--- config.mk ---
export PLATFORM = sky130hd
export DESIGN_NAME = stopwatch_ctrl
export DESIGN_NICKNAME = d
export VERILOG_FILES = /design/src/rtl/stopwatch_ctrl.sv
export SDC_FILE = /design/constraint.sdc
export NUM_CORES = 1
export LEC_CHECK = 0
export ABC_CLOCK_PERIOD_IN_PS = 3000
export CAP_MARGIN = 20
export CORE_MARGIN = 10
export CORE_UTILIZATION = 54
export CTS_CLUSTER_SIZE = 20
export DETAILED_ROUTE_END_ITERATION = 12
export PLACE_DENSITY = 0.79
export SLEW_MARGIN = 30
export SYNTH_ARGS = -nofsm -noshare
export SYNTH_HDL_FRONTEND = slang
export SYNTH_SLANG_ARGS = --single-unit
--- constraint.sdc ---
create_clock -name clk -period 3 [get_ports clk]
set_input_delay 0.3 -clock clk [delete_from_list [all_inputs] [get_ports clk]]
set_output_delay 0.3 -clock clk [all_outputs]
set_load 0.05 [all_outputs]
--- src/rtl/stopwatch_ctrl.sv ---
// stopwatch_ctrl: run/pause/lap/clear sequencer for the stopwatch counter chain.
// Conditions both push-buttons and drives tick, count enable, clear pulse and lap-frozen display digits.
module stopwatch_ctrl #(
  parameter int CLK_HZ     = 50_000_000,
  parameter int TICK_HZ    = 1,
  parameter int DEB_CYCLES = 500_000
) (
  input  logic       clk,
  input  logic       reset,
  input  logic       btn_ss,
  input  logic       btn_lr,
  input  logic [3:0] s0,
  input  logic [3:0] s1,
  input  logic [3:0] m0,
  input  logic [3:0] m1,
  input  logic [3:0] h,
  output logic       tick,
  output logic       count_en,
  output logic       cnt_clr,
  output logic       lap_active,
  output logic [3:0] d_s0,
  output logic [3:0] d_s1,
  output logic [3:0] d_m0,
  output logic [3:0] d_m1,
  output logic [3:0] d_h
);

  localparam int DIV = CLK_HZ / TICK_HZ;
  localparam int PW  = (DIV > 1) ? $clog2(DIV) : 1;
  localparam int DW  = (DEB_CYCLES > 1) ? $clog2(DEB_CYCLES + 1) : 1;
  localparam logic [PW-1:0] PRESC_LAST = PW'(DIV - 1);
  localparam logic [DW-1:0] DEB_LAST   = DW'(DEB_CYCLES - 1);

  typedef enum logic [1:0] {
    IDLE  = 2'd0,
    RUN   = 2'd1,
    PAUSE = 2'd2,
    LAP   = 2'd3
  } state_t;

  logic [1:0]    btn_raw_s;
  logic [1:0]    sync1_r;
  logic [1:0]    sync2_r;
  logic [1:0]    ev_s;
  logic          ss_ev_s;
  logic          lr_ev_s;

  state_t        state_r;
  state_t        state_n;
  logic          clr_req_s;
  logic          lap_load_s;
  logic          counting_s;
  logic          counting_n_s;
  logic [PW-1:0] presc_r;
  logic [PW-1:0] presc_n;
  logic          por_done_r;
  logic          tick_r;
  logic          count_en_r;
  logic          cnt_clr_r;
  logic          lap_active_r;
  logic [19:0]   lap_r;

  assign btn_raw_s = {btn_lr, btn_ss};

  // Two-flop synchronizer for both raw buttons
  always_ff @(posedge clk or negedge reset) begin
    if (!reset) begin
      sync1_r <= 2'b00;
      sync2_r <= 2'b00;
    end else begin
      sync1_r <= btn_raw_s;
      sync2_r <= sync1_r;
    end
  end

  for (genvar i = 0; i < 2; i++) begin : g_btn
    logic [DW-1:0] deb_cnt_r;
    logic          lvl_r;
    logic          ev_r;

    // Debounce: a new level needs DEB_CYCLES consecutive differing samples; event on the 0->1 acceptance
    always_ff @(posedge clk or negedge reset) begin
      if (!reset) begin
        deb_cnt_r <= '0;
        lvl_r     <= 1'b0;
        ev_r      <= 1'b0;
      end else if (sync2_r[i] != lvl_r) begin
        if (deb_cnt_r == DEB_LAST) begin
          deb_cnt_r <= '0;
          lvl_r     <= sync2_r[i];
          ev_r      <= sync2_r[i];
        end else begin
          deb_cnt_r <= deb_cnt_r + DW'(1);
          ev_r      <= 1'b0;
        end
      end else begin
        deb_cnt_r <= '0;
        ev_r      <= 1'b0;
      end
    end

    assign ev_s[i] = ev_r;
  end

  // Start/stop wins when both buttons fire in the same cycle
  assign ss_ev_s = ev_s[0];
  assign lr_ev_s = ev_s[1] & ~ev_s[0];

  // Next-state, clear request and lap capture
  always_comb begin
    state_n    = state_r;
    clr_req_s  = 1'b0;
    lap_load_s = 1'b0;
    case (state_r)
      IDLE: begin
        if (ss_ev_s) begin
          state_n = RUN;
        end else if (lr_ev_s) begin
          clr_req_s = 1'b1;
        end else begin
          state_n = IDLE;
        end
      end
      RUN: begin
        if (ss_ev_s) begin
          state_n = PAUSE;
        end else if (lr_ev_s) begin
          state_n    = LAP;
          lap_load_s = 1'b1;
        end else begin
          state_n = RUN;
        end
      end
      LAP: begin
        if (ss_ev_s) begin
          state_n = PAUSE;
        end else if (lr_ev_s) begin
          state_n = RUN;
        end else begin
          state_n = LAP;
        end
      end
      PAUSE: begin
        if (ss_ev_s) begin
          state_n = RUN;
        end else if (lr_ev_s) begin
          state_n   = IDLE;
          clr_req_s = 1'b1;
        end else begin
          state_n = PAUSE;
        end
      end
      default: begin
        state_n = IDLE;
      end
    endcase
  end

  // Prescaler: cleared in IDLE, held in PAUSE so a partial second survives
  always_comb begin
    counting_s   = (state_r == RUN) || (state_r == LAP);
    counting_n_s = (state_n == RUN) || (state_n == LAP);
    if (state_r == IDLE) begin
      presc_n = '0;
    end else if (counting_s) begin
      if (presc_r == PRESC_LAST) begin
        presc_n = '0;
      end else begin
        presc_n = presc_r + PW'(1);
      end
    end else begin
      presc_n = presc_r;
    end
  end

  // State, prescaler and registered control outputs; por_done_r yields the post-reset clear
  always_ff @(posedge clk or negedge reset) begin
    if (!reset) begin
      state_r      <= IDLE;
      presc_r      <= '0;
      por_done_r   <= 1'b0;
      tick_r       <= 1'b0;
      count_en_r   <= 1'b0;
      cnt_clr_r    <= 1'b0;
      lap_active_r <= 1'b0;
    end else begin
      state_r      <= state_n;
      presc_r      <= presc_n;
      por_done_r   <= 1'b1;
      tick_r       <= counting_n_s && (presc_n == PRESC_LAST);
      count_en_r   <= counting_n_s;
      cnt_clr_r    <= clr_req_s | ~por_done_r;
      lap_active_r <= (state_n == LAP);
    end
  end

  // Lap capture of the live digits, held until the next capture
  always_ff @(posedge clk or negedge reset) begin
    if (!reset) begin
      lap_r <= 20'd0;
    end else if (lap_load_s) begin
      lap_r <= {h, m1, m0, s1, s0};
    end else begin
      lap_r <= lap_r;
    end
  end

  assign tick       = tick_r;
  assign count_en   = count_en_r;
  assign cnt_clr    = cnt_clr_r;
  assign lap_active = lap_active_r;
  assign d_s0       = lap_active_r ? lap_r[3:0]   : s0;
  assign d_s1       = lap_active_r ? lap_r[7:4]   : s1;
  assign d_m0       = lap_active_r ? lap_r[11:8]  : m0;
  assign d_m1       = lap_active_r ? lap_r[15:12] : m1;
  assign d_h        = lap_active_r ? lap_r[19:16] : h;

endmodule

# Yosys cells after proc, flatten, opt, wreduce, memory -nomap -nowiden
# Index checks and enable logic that the tools add are counted.
[op_classes] bitwise_logic=4 reduce_logical=7 muxes=29 n_addsub=3 eq_ne=11
[op_table] op="$mux 26" count=3
[op_table] op="$mux 19" count=4
[op_table] op="$eq 26x26->1 const B" count=2
[op_table] op="$add 19x1->19 const B" count=2
[op_table] op="$eq 19x19->1 const B" count=2
[op_table] op="$add 26x1->26 const B" count=1
[op_table] op="$mux 4" count=5
[op_table] op="$mux 2" count=8
[op_table] op="$mux 1" count=8
[op_table] op="$pmux 2 s4" count=1
[op_table] op="$eq 2x2->1 const B" count=3
[op_table] op="$eq 2x1->1 const B" count=2
[op_table] op="$reduce_and 2->1" count=2
[op_table] op="$logic_not 2->1" count=1
[op_table] op="$logic_or 1x1->1" count=2
[op_table] op="$ne 1x1->1" count=2
[op_table] op="$not 1->1" count=2
[op_table] op="$reduce_or 2->1" count=1
[op_table] op="$and 1x1->1" count=1
[op_table] op="$logic_and 1x1->1" count=1
[op_table] op="$or 1x1->1" count=1
[word_totals] reg_bits=99

# Depth between registers and ports, before layout
# Gate-level depths: netlist of the first run.
[depth] depth_word=8 mapped_depth=8 ltp_nobuf=7

# Least setup slack after synthesis of the first run
# Ideal clock, no wire load.
[synth_path] path_type="reg-to-reg" from="reg presc_r[0]" to="reg tick_r, in the netlist tick" t_required_ns=2.904 period_less_slack_ns=2.295 stages_incl_launch_ff=9 path_buffers=1 t_arrival_ns=2.200 setup_slack_ns=0.705 path_cell_list="dfrtp_1 -> ha_1 -> nand4_1 -> or3_2 -> clkbuf_1 -> nor2_1 -> a22oi_1 -> or3_2 -> nor4_2"
[synth_between] elab_chain_cells=6 elab_cells_between_ends=7
[synth_lines] element="start, declared" line_no="54" source="logic [PW-1:0] presc_r;"
[synth_lines] element="start signal, assigned" line_no="188" source="presc_r <= presc_n;"
[synth_lines] element="$add 26x1->26 / $eq 26x26->1 (equally long branches)" line_no="169, 166"
[synth_lines] element="$mux 26" line_no="166" source="if (presc_r == PRESC_LAST) begin"
[synth_lines] element="$mux 26 (*)" line_no="165" source="end else if (counting_s) begin"
[synth_lines] element="$mux 26 (*)" line_no="163" source="if (state_r == IDLE) begin"
[synth_lines] element="$eq 26x26->1 (*)" line_no="190" source="tick_r <= counting_n_s && (presc_n == PRESC_LAST);"
[synth_lines] element="$logic_and 1x1->1 (*)" line_no="190"
[synth_lines] element="end signal, assigned" line_no="190"
[synth_lines] element="end, declared" line_no="57" source="logic tick_r;"
# Mark *: on every way between the ends. The rest lies on a longest branch, timed or not.
# A chain may end at the register's enable or synchronous reset.

# Worst setup path in the final report of the first run
# Ends and elaborated chain as after synthesis.

==> impl_metrics.env, run 1 <==
export IMPL_postRouteAntennaNets=0
export IMPL_tritoncts_num_buffers=9
export IMPL_path_cells="ha_1 -> nand4_1 -> or3_2 -> nor3_1 -> xor2_1 -> o2111ai_1 -> nor4_2"
export IMPL_initial_antenna_violation_count=0
export IMPL_via_per_inst=5.50
export IMPL_clockRootBuffer="clkbuf_8"
export IMPL_syn_num_nets=484
export IMPL_die_height_um=115
export IMPL_post_synth_top_area_cell="dfrtp_1"
export IMPL_maxCapViolCount=0
export IMPL_drt_iter0_markers=130
export IMPL_path_clk_slew_ns=0.10
export IMPL_cts_sink_count=99
export IMPL_critPathMaxStageDelay_ns=0.55
export IMPL_cts_resized=0
export IMPL_grt_start_max_net_pins=87
export IMPL_number_of_global_route_vias_before_repair=3452
export IMPL_min_hold_slack_ns=0.328
export IMPL_routed_wire_length_per_instance_um=15.4
export IMPL_post_synth_top_area_fraction_pct=50.5
export IMPL_clock_skew_ns=0.0146
export IMPL_timing_critical_path_fanout_max=9
export IMPL_synth_enable_flop_cells=0
export IMPL_setup_violations=0
export IMPL_netlist_top_cells_count="dfrtp_1, nor2_1, mux2_2, xor2_1, xnor2_1"
export IMPL_total_leakage_power_nw=2.46
export IMPL_crit_reg_reg_endpoint="tick$_DFF_PN0_"
export IMPL_seq_area_frac_synth_pct=50.5
export IMPL_worstMarginPinSlew_ns=0.533
export IMPL_totalWireLength_mm=9.51
export IMPL_floorplan_initialDensity_pct=55.9
export IMPL_fillers=682
export IMPL_distinct_cell_type_count_after_synthesis=53
export IMPL_buffer_ports_inserted=47
export IMPL_fmax_ghz=0.408
export IMPL_area_delta_synth_final_pct=16.7
export IMPL_ys_seq_elements=99
export IMPL_worst_endpoint_arrival_ns=2.71
export IMPL_finalCritPeriodShare_pct=81.7
export IMPL_final_min_period_ns=2.45
export IMPL_vias=3392
export IMPL_status="completed"
export IMPL_rows=34
export IMPL_ctsHoldBuffers=1
export IMPL_dpl_hpwl_mm=6.69
export IMPL_design_area_um2=5720
export IMPL_global_route_wire_length_before_repair_mm=16.4
export IMPL_most_common_cell_in_the_netlist="dfrtp_1"
export IMPL_synth_top_cells_by_area="dfrtp_1, mux2_2, nor2_1"
export IMPL_power_per_cell_area_nw_per_um2=438
export IMPL_tritoncts="done"
export IMPL_worstSetupEndpointType="register"
export IMPL_worstPathRequired_ns=3.26
export IMPL_timing_critical_path_to="tick$_DFF_PN0_"
export IMPL_drv_slew=0
export IMPL_drtPass1Iterations=4
export IMPL_post_route_drc_count=0
export IMPL_timing_worst_setup_path_type="reg2reg"
export IMPL_netlist_area_um2=4900
export IMPL_hold_path_class="in2async"
export IMPL_synth_yosys_warnings=0
export IMPL_grt_busiest_layer="met2"
export IMPL_syn_instance_count=457
export IMPL_gpl_final_weighted_congestion=0.836
export IMPL_r2r_worst_path_cells=7
export IMPL_finalHoldViolations=0
export IMPL_fin_nets=531
export IMPL_die_width_um=115
export IMPL_core_outline_area_um2=8760
export IMPL_globalRouteMet3Util_pct=4.32
export IMPL_reg2reg_slack_ns=0.55
export IMPL_global_route_usage_met2_pct=25.4
export IMPL_layout_drive_gt1_share_pct=16.3
export IMPL_cts_path_max_buffers=2
export IMPL_htree_levels=3
export IMPL_critical_path_reg2reg_startpoint="presc_r[0]$_DFF_PN0_"
export IMPL_crit_path_start_kind="register"
export IMPL_floorplan_die_area_um2=13300
export IMPL_critical_path_startpoint="presc_r[0]$_DFF_PN0_"
export IMPL_ys_dominant_reg_cell="dfrtp_1"
export IMPL_clock_insertion_delay_worst_skew_ns=0.36
export IMPL_avgSynthCellArea_um2=10.7
export IMPL_dpl_instance_area_um2=5470
export IMPL_grt_util_met1_pct=18.4
export IMPL_post_cts_repair_setup_buffers=0
export IMPL_globalRoute_totalOverflow=0
export IMPL_critical_path_slowest_cell="or3_2"
export IMPL_final_setup_tns_ns=0
export IMPL_async_flop_share_pct=100
export IMPL_grt_setup_unrepaired="false"
export IMPL_pre_cts_slack_ns=0.600
export IMPL_ioPinCount=48
export IMPL_final_critical_path_setup_slack_ns=0.548
export IMPL_slew_limit_headroom_pct=64.3
export IMPL_grt_util_all_layers_pct=15.1
export IMPL_antennaDiodeCount=0
export IMPL_vdd_ir_drop_max_mv=0.268
==> worst max-delay path, delay by kind of cell (launching register included) <==
family	cells	cell delay, ns
DFF	1	0.45
AOI/OAI and AO/OA	1	0.15
and+or+nand+nor	4	1.25
adders and majority gates	1	0.27
xor gates and xnor gates	1	0.21
==> worst min-delay path by stage <==
| stage | slack [ns] | cells after the start | startpoint | endpoint |
|---|---|---|---|---|
| floorplan | 0.004 | 0 | reset | cnt_clr$_DFF_PN0_ |
| global placement | 0.16 | 1 | reset | presc_r[4]$_DFF_PN0_ |
| detailed placement | 0.16 | 1 | reset | presc_r[4]$_DFF_PN0_ |
| CTS | 0.31 | 2 | reset | presc_r[4]$_DFF_PN0_ |
| global route | 0.33 | 2 | reset | presc_r[4]$_DFF_PN0_ |
| finish | 0.33 | 2 | reset | presc_r[4]$_DFF_PN0_ |
==> metal layers <==
metal | vias up | share of wire [%]
met5 | - | 0
met4 | 0 | 1.2
met3 | 10 | 3.6
met2 | 62 | 51
met1 | 1665 | 44
li1 | 1655 | -
==> cell type report <==
| cell class | count | area [µm²] | share of cell area, % |
|---|---|---|---|
| inverter | 8 | 30.0 | 0.525 |
| timing repair buffer | 54 | 536 | 9.36 |
| tap | 108 | 135 | 2.36 |
| clock buffer | 11 | 151 | 2.65 |
| sequential | 99 | 2480 | 43.3 |
| clock inverter | 5 | 83.8 | 1.47 |
| multi-input combinational | 332 | 2310 | 40.3 |
==> per-stage QoR <==
step	utilization, %	instances	total power, mW
CTS	65.3	617	2.53
global route	65.3	617	2.60
finish	65.3	617	2.51
floorplan	-	457	1.46
global placement	62.5	600	1.56
detailed placement	62.5	600	1.56
==> cell families (layout without fill, tap and decap cells) <==
| logic type | count (synthesis) | after routing | share of synthesized area [%] |
|---|---|---|---|
| AO/OA/AOI/OAI | 13 | 13 | 1.94 |
| flip-flops | 99 | 99 | 50.5 |
| other | 1 | 1 | 0.0765 |
| adder cells (fa/ha/maj) | 3 | 3 | 0.766 |
| buffers and inverters | 26 | 78 | 2.50 |
| AND/OR/NAND/NOR | 209 | 209 | 23.0 |
| XOR/XNOR | 61 | 61 | 10.9 |
| multiplexers | 45 | 45 | 10.3 |
==> cell usage in the layout, fill, tap and decap left out, types with 3 or more instances in the layout <==
cell type	count
buf_4	6
nor4_1	4
clkbuf_8	11
and2_1	3
nor2b_1	9
mux2i_1	3
nand3_1	23
inv_1	8
xor2_1	31
and3_2	3
or2_2	3
nor3_1	11
xnor2_1	30
nor4b_1	3
nand4_1	11
nand2_1	24
clkdlybuf4s50_1	46
ha_1	3
and4_1	6
dfrtp_1	99
and3_1	9
nor2_1	75
mux2_2	42
o21ai_0	3
==> registers in the layout, indices dropped and copies added (netlist names) <==
| signal | flops |
|---|---|
| presc_r | 26 |
| por_done_r | 1 |
| state_r | 2 |
| g_btn.ev_r | 2 |
| g_btn.deb_cnt_r | 38 |
| count_en | 1 |
| sync1_r | 2 |
| cnt_clr | 1 |
| tick | 1 |
| g_btn.lvl_r | 2 |
| lap_active | 1 |
| sync2_r | 2 |
| lap_r | 20 |
==> power breakdown <==
part,switching [mW],internal [mW]
combinational,0.110,0.0711
sequential,0.00807,1.34
clock,0.455,0.518
Note: power is estimated with default switching activity, not from simulation.
==> run 2: changes to the inputs <==
ABC_CLOCK_PERIOD_IN_PS = 2000   (was 3000)
CORE_UTILIZATION = 52   (was 54)
PLACE_DENSITY = 0.8   (was 0.79)
clock period = 2 ns   (was 3 ns; I/O delays follow)
==> run 2 against run 1 <==
The run now ends with negative setup slack left. First-iteration DRC count did not move. Worst setup slack worse by 0.66 ns. Count of clock-buffer cells in the layout unchanged. Global-route usage increased by 0.44 points. Utilization grew 3.0 points. Cell area increased by 9.8%.
==> impl_metrics.env, run 2 (synthesis gave the netlist of run 1 again) <==
export IMPL_global_route_wire_length_before_repair_mm=17.1
export IMPL_gpl_final_weighted_congestion=0.948
export IMPL_slew_limit_headroom_pct=58.5
export IMPL_combPwrFrac_pct=7.6
export IMPL_final_min_period_ns=2.11
export IMPL_pre_cts_slack_ns=-0.181
export IMPL_worst_endpoint_arrival_ns=2.37
export IMPL_timing_critical_path_fanout_max=8
export IMPL_core_outline_area_um2=9200
export IMPL_cp_num_cells=7
export IMPL_worstSetupEndpointType="register"
export IMPL_crit_path_start_kind="register"
export IMPL_totalWireLength_mm=10.6
export IMPL_finalCritPeriodShare_pct=106
export IMPL_cts_sink_count=99
export IMPL_tritoncts="done"
export IMPL_die_width_um=117
export IMPL_grt_util_all_layers_pct=15.5
export IMPL_design_area_um2=6280
export IMPL_globalRoute_totalOverflow=0
export IMPL_drv_slew=0
export IMPL_clockRootBuffer="clkbuf_8"
export IMPL_fmax_ghz=0.473
export IMPL_floorplan_initialDensity_pct=53.3
export IMPL_cell_internal_pwr_mw=2.62
export IMPL_setup_violations=22
export IMPL_number_of_global_route_vias_before_repair=3651
export IMPL_dpl_hpwl_mm=7.49
export IMPL_critical_path_reg2reg_startpoint="presc_r[9]$_DFF_PN0_"
export IMPL_worst_path_dominant_cell_family="simple AND/OR/NAND/NOR gates"
export IMPL_path_clk_slew_ns=0.10
export IMPL_most_common_layout_cells="dfrtp_1, buf_4, nor2_1, mux2_2, xnor2_1"
export IMPL_largest_register_ffs=38
export IMPL_total_leakage_power_nw=2.79
export IMPL_power_share_sequential_pct=57.6
export IMPL_area_sequential_um2=2480
export IMPL_switchingPower_mw=0.899
export IMPL_timing_worst_setup_path_type="reg2reg"
export IMPL_tritoncts_num_buffers=9
export IMPL_antennaDiodeCount=0
export IMPL_multi_input_comb_area_um2=2480
export IMPL_worstMarginPinSlew_ns=0.622
export IMPL_via_per_inst=5.46
export IMPL_htree_levels=3
export IMPL_vdd_ir_drop_max_mv=0.416
export IMPL_status="finished, violations left"
export IMPL_timing_hold_worst_start="btn_lr"
export IMPL_dpl_instance_area_um2=5850
export IMPL_final_setup_tns_ns=-1.81
export IMPL_die_height_um=117
export IMPL_fillers=697
export IMPL_path_cells="or4bb_1 -> nor4_2 -> nand3_1 -> mux2i_1 -> buf_4 -> clkbuf_16 -> nor2_2"
export IMPL_floorplan_die_area_um2=13700
export IMPL_critical_path_slowest_cell="or4bb_1"
export IMPL_worstHoldPathCells=1
export IMPL_power_per_cell_area_nw_per_um2=561
export IMPL_mostFrequentLayoutCell="dfrtp_1"
export IMPL_worstPathRequired_ns=2.26
export IMPL_routed_wire_length_per_instance_um=15.7
export IMPL_maxCapViolCount=0
export IMPL_grt_start_max_net_pins=47
export IMPL_critical_path_n_buffers_inverters=2
export IMPL_drt_iter0_markers=130
export IMPL_drtPass1Iterations=4
export IMPL_grt_setup_unrepaired="true"
export IMPL_vias=3687
export IMPL_biggestRegsByFlops="g_btn.deb_cnt_r: 38 flops, presc_r: 26 flops, lap_r: 20 flops"
export IMPL_most_flop_heavy_register="g_btn.deb_cnt_r"
export IMPL_finalHoldViolations=0
export IMPL_rows=35
export IMPL_clock_insertion_delay_worst_skew_ns=0.37
export IMPL_final_critical_path_setup_slack_ns=-0.115
export IMPL_ioPinCount=48
export IMPL_r2r_worst_path_cells=7
export IMPL_failed_checks="negative setup slack"
export IMPL_cts_path_max_buffers=2
export IMPL_hold_path_class="in2reg"
export IMPL_area_delta_synth_final_pct=28.1
export IMPL_critPathMaxStageDelay_ns=0.54
export IMPL_clock_skew_ns=0.00955
export IMPL_postRouteAntennaNets=0
export IMPL_reg2reg_slack_ns=-0.11
export IMPL_finish_utilization_pct=68.3
export IMPL_part_of_the_power_in_the_clock_network_pct=34.8
export IMPL_layout_drive_gt1_share_pct=33.3
export IMPL_initial_antenna_violation_count=0
export IMPL_buffer_ports_inserted=47
export IMPL_fin_nets=586
export IMPL_post_route_drc_count=0
export IMPL_whs_endpoint="sync1_r[1]$_DFF_PN0_"
export IMPL_netSwitchingFraction_pct=25.5
export IMPL_crit_reg_reg_endpoint="presc_r[21]$_DFF_PN0_"
run 2: changes by cell type in the layout (fill, tap and decap cells not counted), sizes merged:
cell	before	now
clkbuf	11	12
inv	9	11
buf	7	82
bufinv	2	0
clkdlybuf4s50	46	25
run 2: layout make-up:
class                      count  share of cell area, %
sequential                    99                   39.5
multi-input combinational    332                   39.4
timing repair buffer         109                   15.4
clock buffer                  11                   2.25
tap                          111                   2.21
clock inverter                 5                  0.698
inverter                       8                  0.478
run 2: worst max-delay path by stage:
stage / start / slack [ns] / end
after floorplan: presc_r[3]$_DFF_PN0_ / -0.10 / tick$_DFF_PN0_
after global placement: presc_r[2]$_DFF_PN0_ / -0.30 / tick$_DFF_PN0_
after detailed placement: state_r[0]$_DFF_PN0_ / -0.18 / tick$_DFF_PN0_
after CTS: state_r[0]$_DFF_PN0_ / -0.1 / tick$_DFF_PN0_
after global routing: presc_r[9]$_DFF_PN0_ / -0.28 / presc_r[19]$_DFF_PN0_
final: presc_r[9]$_DFF_PN0_ / -0.11 / presc_r[21]$_DFF_PN0_
run 2: repair_timing:
| action | CTS | global route |
|---|---|---|
| cloned | 0 | 1 |
| gates resized for setup | 17 | 29 |
| endpoints found under the hold margin | 44 | 0 |
| setup endpoints to repair | 21 | 48 |
| setup buffers | 4 | 2 |
| hold buffers | 1 | 0 |
| pin swaps | 12 | 9 |
run 2: layer usage:
metal / up-vias / track usage [%] / routed length (µm)
li1: 1765 / - / -
met1: 1841 / 18.3 / 4370
met2: 70 / 28.0 / 5670
met3: 11 / 3.36 / 469
met4: 0 / 3.79 / 96
met5: - / 0 / 0
run 2: power by group through the flow:
stage                     Combinational, mW  Clock, mW  Sequential (mW)
after floorplan                       0.127          0             2.07
after global placement                0.263          0             2.07
after detailed placement              0.270          0             2.07
after CTS                             0.272       1.26             2.03
after global routing                  0.289       1.34             2.03
final                                 0.269       1.23             2.03
run 2: metrics by stage:
step | hold WS [ns] | instances | power, mW
2_1_floorplan | -0.0956 | 457 | 2.20
3_3_place_gp | 0.249 | 653 | 2.33
3_5_place_dp | 0.261 | 653 | 2.34
4_1_cts | 0.240 | 674 | 3.56
5_1_grt | 0.248 | 675 | 3.66
6_report | 0.259 | 675 | 3.52
==> run 3: changes to the inputs <==
==> constraint.sdc (replaced) <==
create_clock -name clk -period 2 [get_ports clk]
set_input_delay 0.5 -clock clk [delete_from_list [all_inputs] [get_ports clk]]
set_output_delay 0.5 -clock clk [all_outputs]
set_load 0.05 [all_outputs]
==> run 3 against run 2 <==
The flow still finishes with violations (negative setup slack). Largest cell class unchanged. Critical path type unchanged. Sequential share of layout area down 1.3 points. First-iteration DRC count up 62%. Via count up 0.46%. Global-route usage up 1.1 points.
==> impl_metrics.env, run 3 (synthesis gave the netlist of run 1 again) <==
export IMPL_status="finished, violations left"
export IMPL_failed_checks="negative setup slack"
export IMPL_most_flop_heavy_register="g_btn.deb_cnt_r"
export IMPL_setup_violations=17
export IMPL_path_clk_slew_ns=0.10
export IMPL_via_per_inst=5.49
export IMPL_design_area_um2=6510
export IMPL_buffer_ports_inserted=47
export IMPL_antennaDiodeCount=0
export IMPL_timing_worst_setup_path_type="reg2reg"
export IMPL_die_width_um=117
export IMPL_tritoncts_num_buffers=9
export IMPL_final_min_period_ns=2.17
export IMPL_cts_sink_count=99
export IMPL_fillers=626
export IMPL_total_leakage_power_nw=2.89
export IMPL_largest_register_ffs=38
export IMPL_clock_skew_ns=0.00934
export IMPL_globalRoute_totalOverflow=0
export IMPL_cts_path_max_buffers=2
export IMPL_clock_insertion_delay_worst_skew_ns=0.37
export IMPL_layout_drive_gt1_share_pct=33.3
export IMPL_htree_levels=3
export IMPL_worstSetupEndpointType="register"
export IMPL_drt_iter0_markers=211
export IMPL_totalWireLength_mm=11.1
export IMPL_power_per_cell_area_nw_per_um2=552
export IMPL_critPathMaxStageDelay_ns=0.43
export IMPL_floorplan_die_area_um2=13700
export IMPL_number_of_global_route_vias_before_repair=3953
export IMPL_path_cells="ha_2 -> buf_4 -> xor2_1 -> a22o_1 -> nand3_1 -> a2111oi_1 -> o2111ai_1 -> nor4_2"
export IMPL_maxCapViolCount=0
export IMPL_grt_setup_unrepaired="true"
export IMPL_most_common_layout_cells="dfrtp_1, buf_4, nor2_1, mux2_2"
export IMPL_biggestRegsByFlops="g_btn.deb_cnt_r: 38 flops, presc_r: 26 flops, lap_r: 20 flops"
export IMPL_p_total_mw=3.59
export IMPL_initial_antenna_violation_count=0
export IMPL_fin_nets=586
export IMPL_postRouteAntennaNets=0
export IMPL_final_critical_path_setup_slack_ns=-0.172
export IMPL_tritoncts="done"
export IMPL_grt_start_max_net_pins=41
export IMPL_finalCritPeriodShare_pct=109
export IMPL_critical_path_slowest_cell="dfrtp_1"
export IMPL_critical_path_startpoint="presc_r[1]$_DFF_PN0_"
export IMPL_global_route_wire_length_before_repair_mm=18.5
export IMPL_drtPass1Iterations=4
export IMPL_mostFrequentLayoutCell="dfrtp_1"
export IMPL_ioPinCount=48
export IMPL_timing_critical_path_fanout_max=4
export IMPL_dpl_instance_area_um2=6080
export IMPL_crit_path_start_kind="register"
export IMPL_instances_no_fill=675
export IMPL_worstPathRequired_ns=2.27
export IMPL_core_outline_area_um2=9200
export IMPL_floorplan_initialDensity_pct=53.3
export IMPL_fmax_ghz=0.460
export IMPL_vias=3704
export IMPL_critical_path_n_buffers_inverters=1
export IMPL_rows=35
export IMPL_drv_slew=0
export IMPL_routed_wire_length_per_instance_um=16.4
export IMPL_vdd_ir_drop_max_mv=0.436
export IMPL_dpl_hpwl_mm=7.70
export IMPL_gpl_final_weighted_congestion=0.895
export IMPL_critical_path_reg2reg_startpoint="presc_r[1]$_DFF_PN0_"
export IMPL_finalHoldViolations=0
export IMPL_dpl_cell_count=649
export IMPL_worst_path_dominant_cell_family="compound AO/OA/AOI/OAI gates"
export IMPL_grt_util_all_layers_pct=16.6
export IMPL_area_delta_synth_final_pct=32.8
export IMPL_die_height_um=117
export IMPL_finish_utilization_pct=70.8
export IMPL_clockRootBuffer="clkbuf_8"
export IMPL_worst_endpoint_arrival_ns=2.45
export IMPL_hold_path_class="in2async"
export IMPL_post_route_drc_count=0
[run 3: changes by cell type in the layout (fill, tap and decap cells not counted), sizes merged]
cell	before	now
inv	11	10
clkbuf	12	11
dlygate4sd3	1	0
clkdlybuf4s50	25	22
clkinv	0	1
dlygate4sd2	0	1
buf	82	86
[run 3: power by group]
part	switching (mW)	leakage, nW	internal, mW
clock	0.722	0.0896	0.507
combinational	0.179	1.44	0.155
sequential	0.0127	1.36	2.02
total	0.914	2.89	2.68
[run 3: metrics by stage]
stage	setup slack [ns]	TNS [ns]	hold slack (ns)
3_3_place_gp	-0.199	-0.216	0.331
5_1_grt	-0.378	-4.04	0.0543
3_5_place_dp	-0.205	-0.662	0.339
6_report	-0.172	-1.97	0.0521
2_1_floorplan	-0.105	-0.944	0.204
4_1_cts	-0.131	-0.440	0.0494
[run 3: worst paths after layout]
kind	to	slack [ns]	depth (start not counted)
min reg2reg	sync2_r[0]$_DFF_PN0_	0.35	0
max reg2reg	tick$_DFF_PN0_	-0.17	8
min in group clk	sync2_r[0]$_DFF_PN0_	0.35	0
max in group asynchronous	lap_active$_DFF_PN0_	1.41	2
max	tick$_DFF_PN0_	-0.17	8
min	presc_r[8]$_DFF_PN0_	0.05	1
[run 3: area by class of cell]
type / instances / area [µm²] / area share, %
clock buffers: 11 / 141 / 2.17
flip-flops and latches: 99 / 2480 / 38.1
multi-input cells: 332 / 2460 / 37.8
clock inverters: 5 / 46.3 / 0.711
well taps: 111 / 139 / 2.13
inverters: 8 / 30.0 / 0.461
repair buffers: 109 / 1210 / 18.6
[run 3: what timing repair did]
item                       4_1_cts  5_1_grt
gates resized for setup         18       23
gates cloned                     0        0
setup endpoints to repair       38       46
hold buffers                     0        0
setup buffers                    9        5
pin swaps                        6       10
[run 3: metal layers]
layer,vias to the layer above,wire [µm],global-route usage [%]
met2,47,5860,28.8
met1,1874,4730,20.0
met3,16,305,3.62
met4,0,193,5.60
li1,1767,-,-
met5,-,0,0
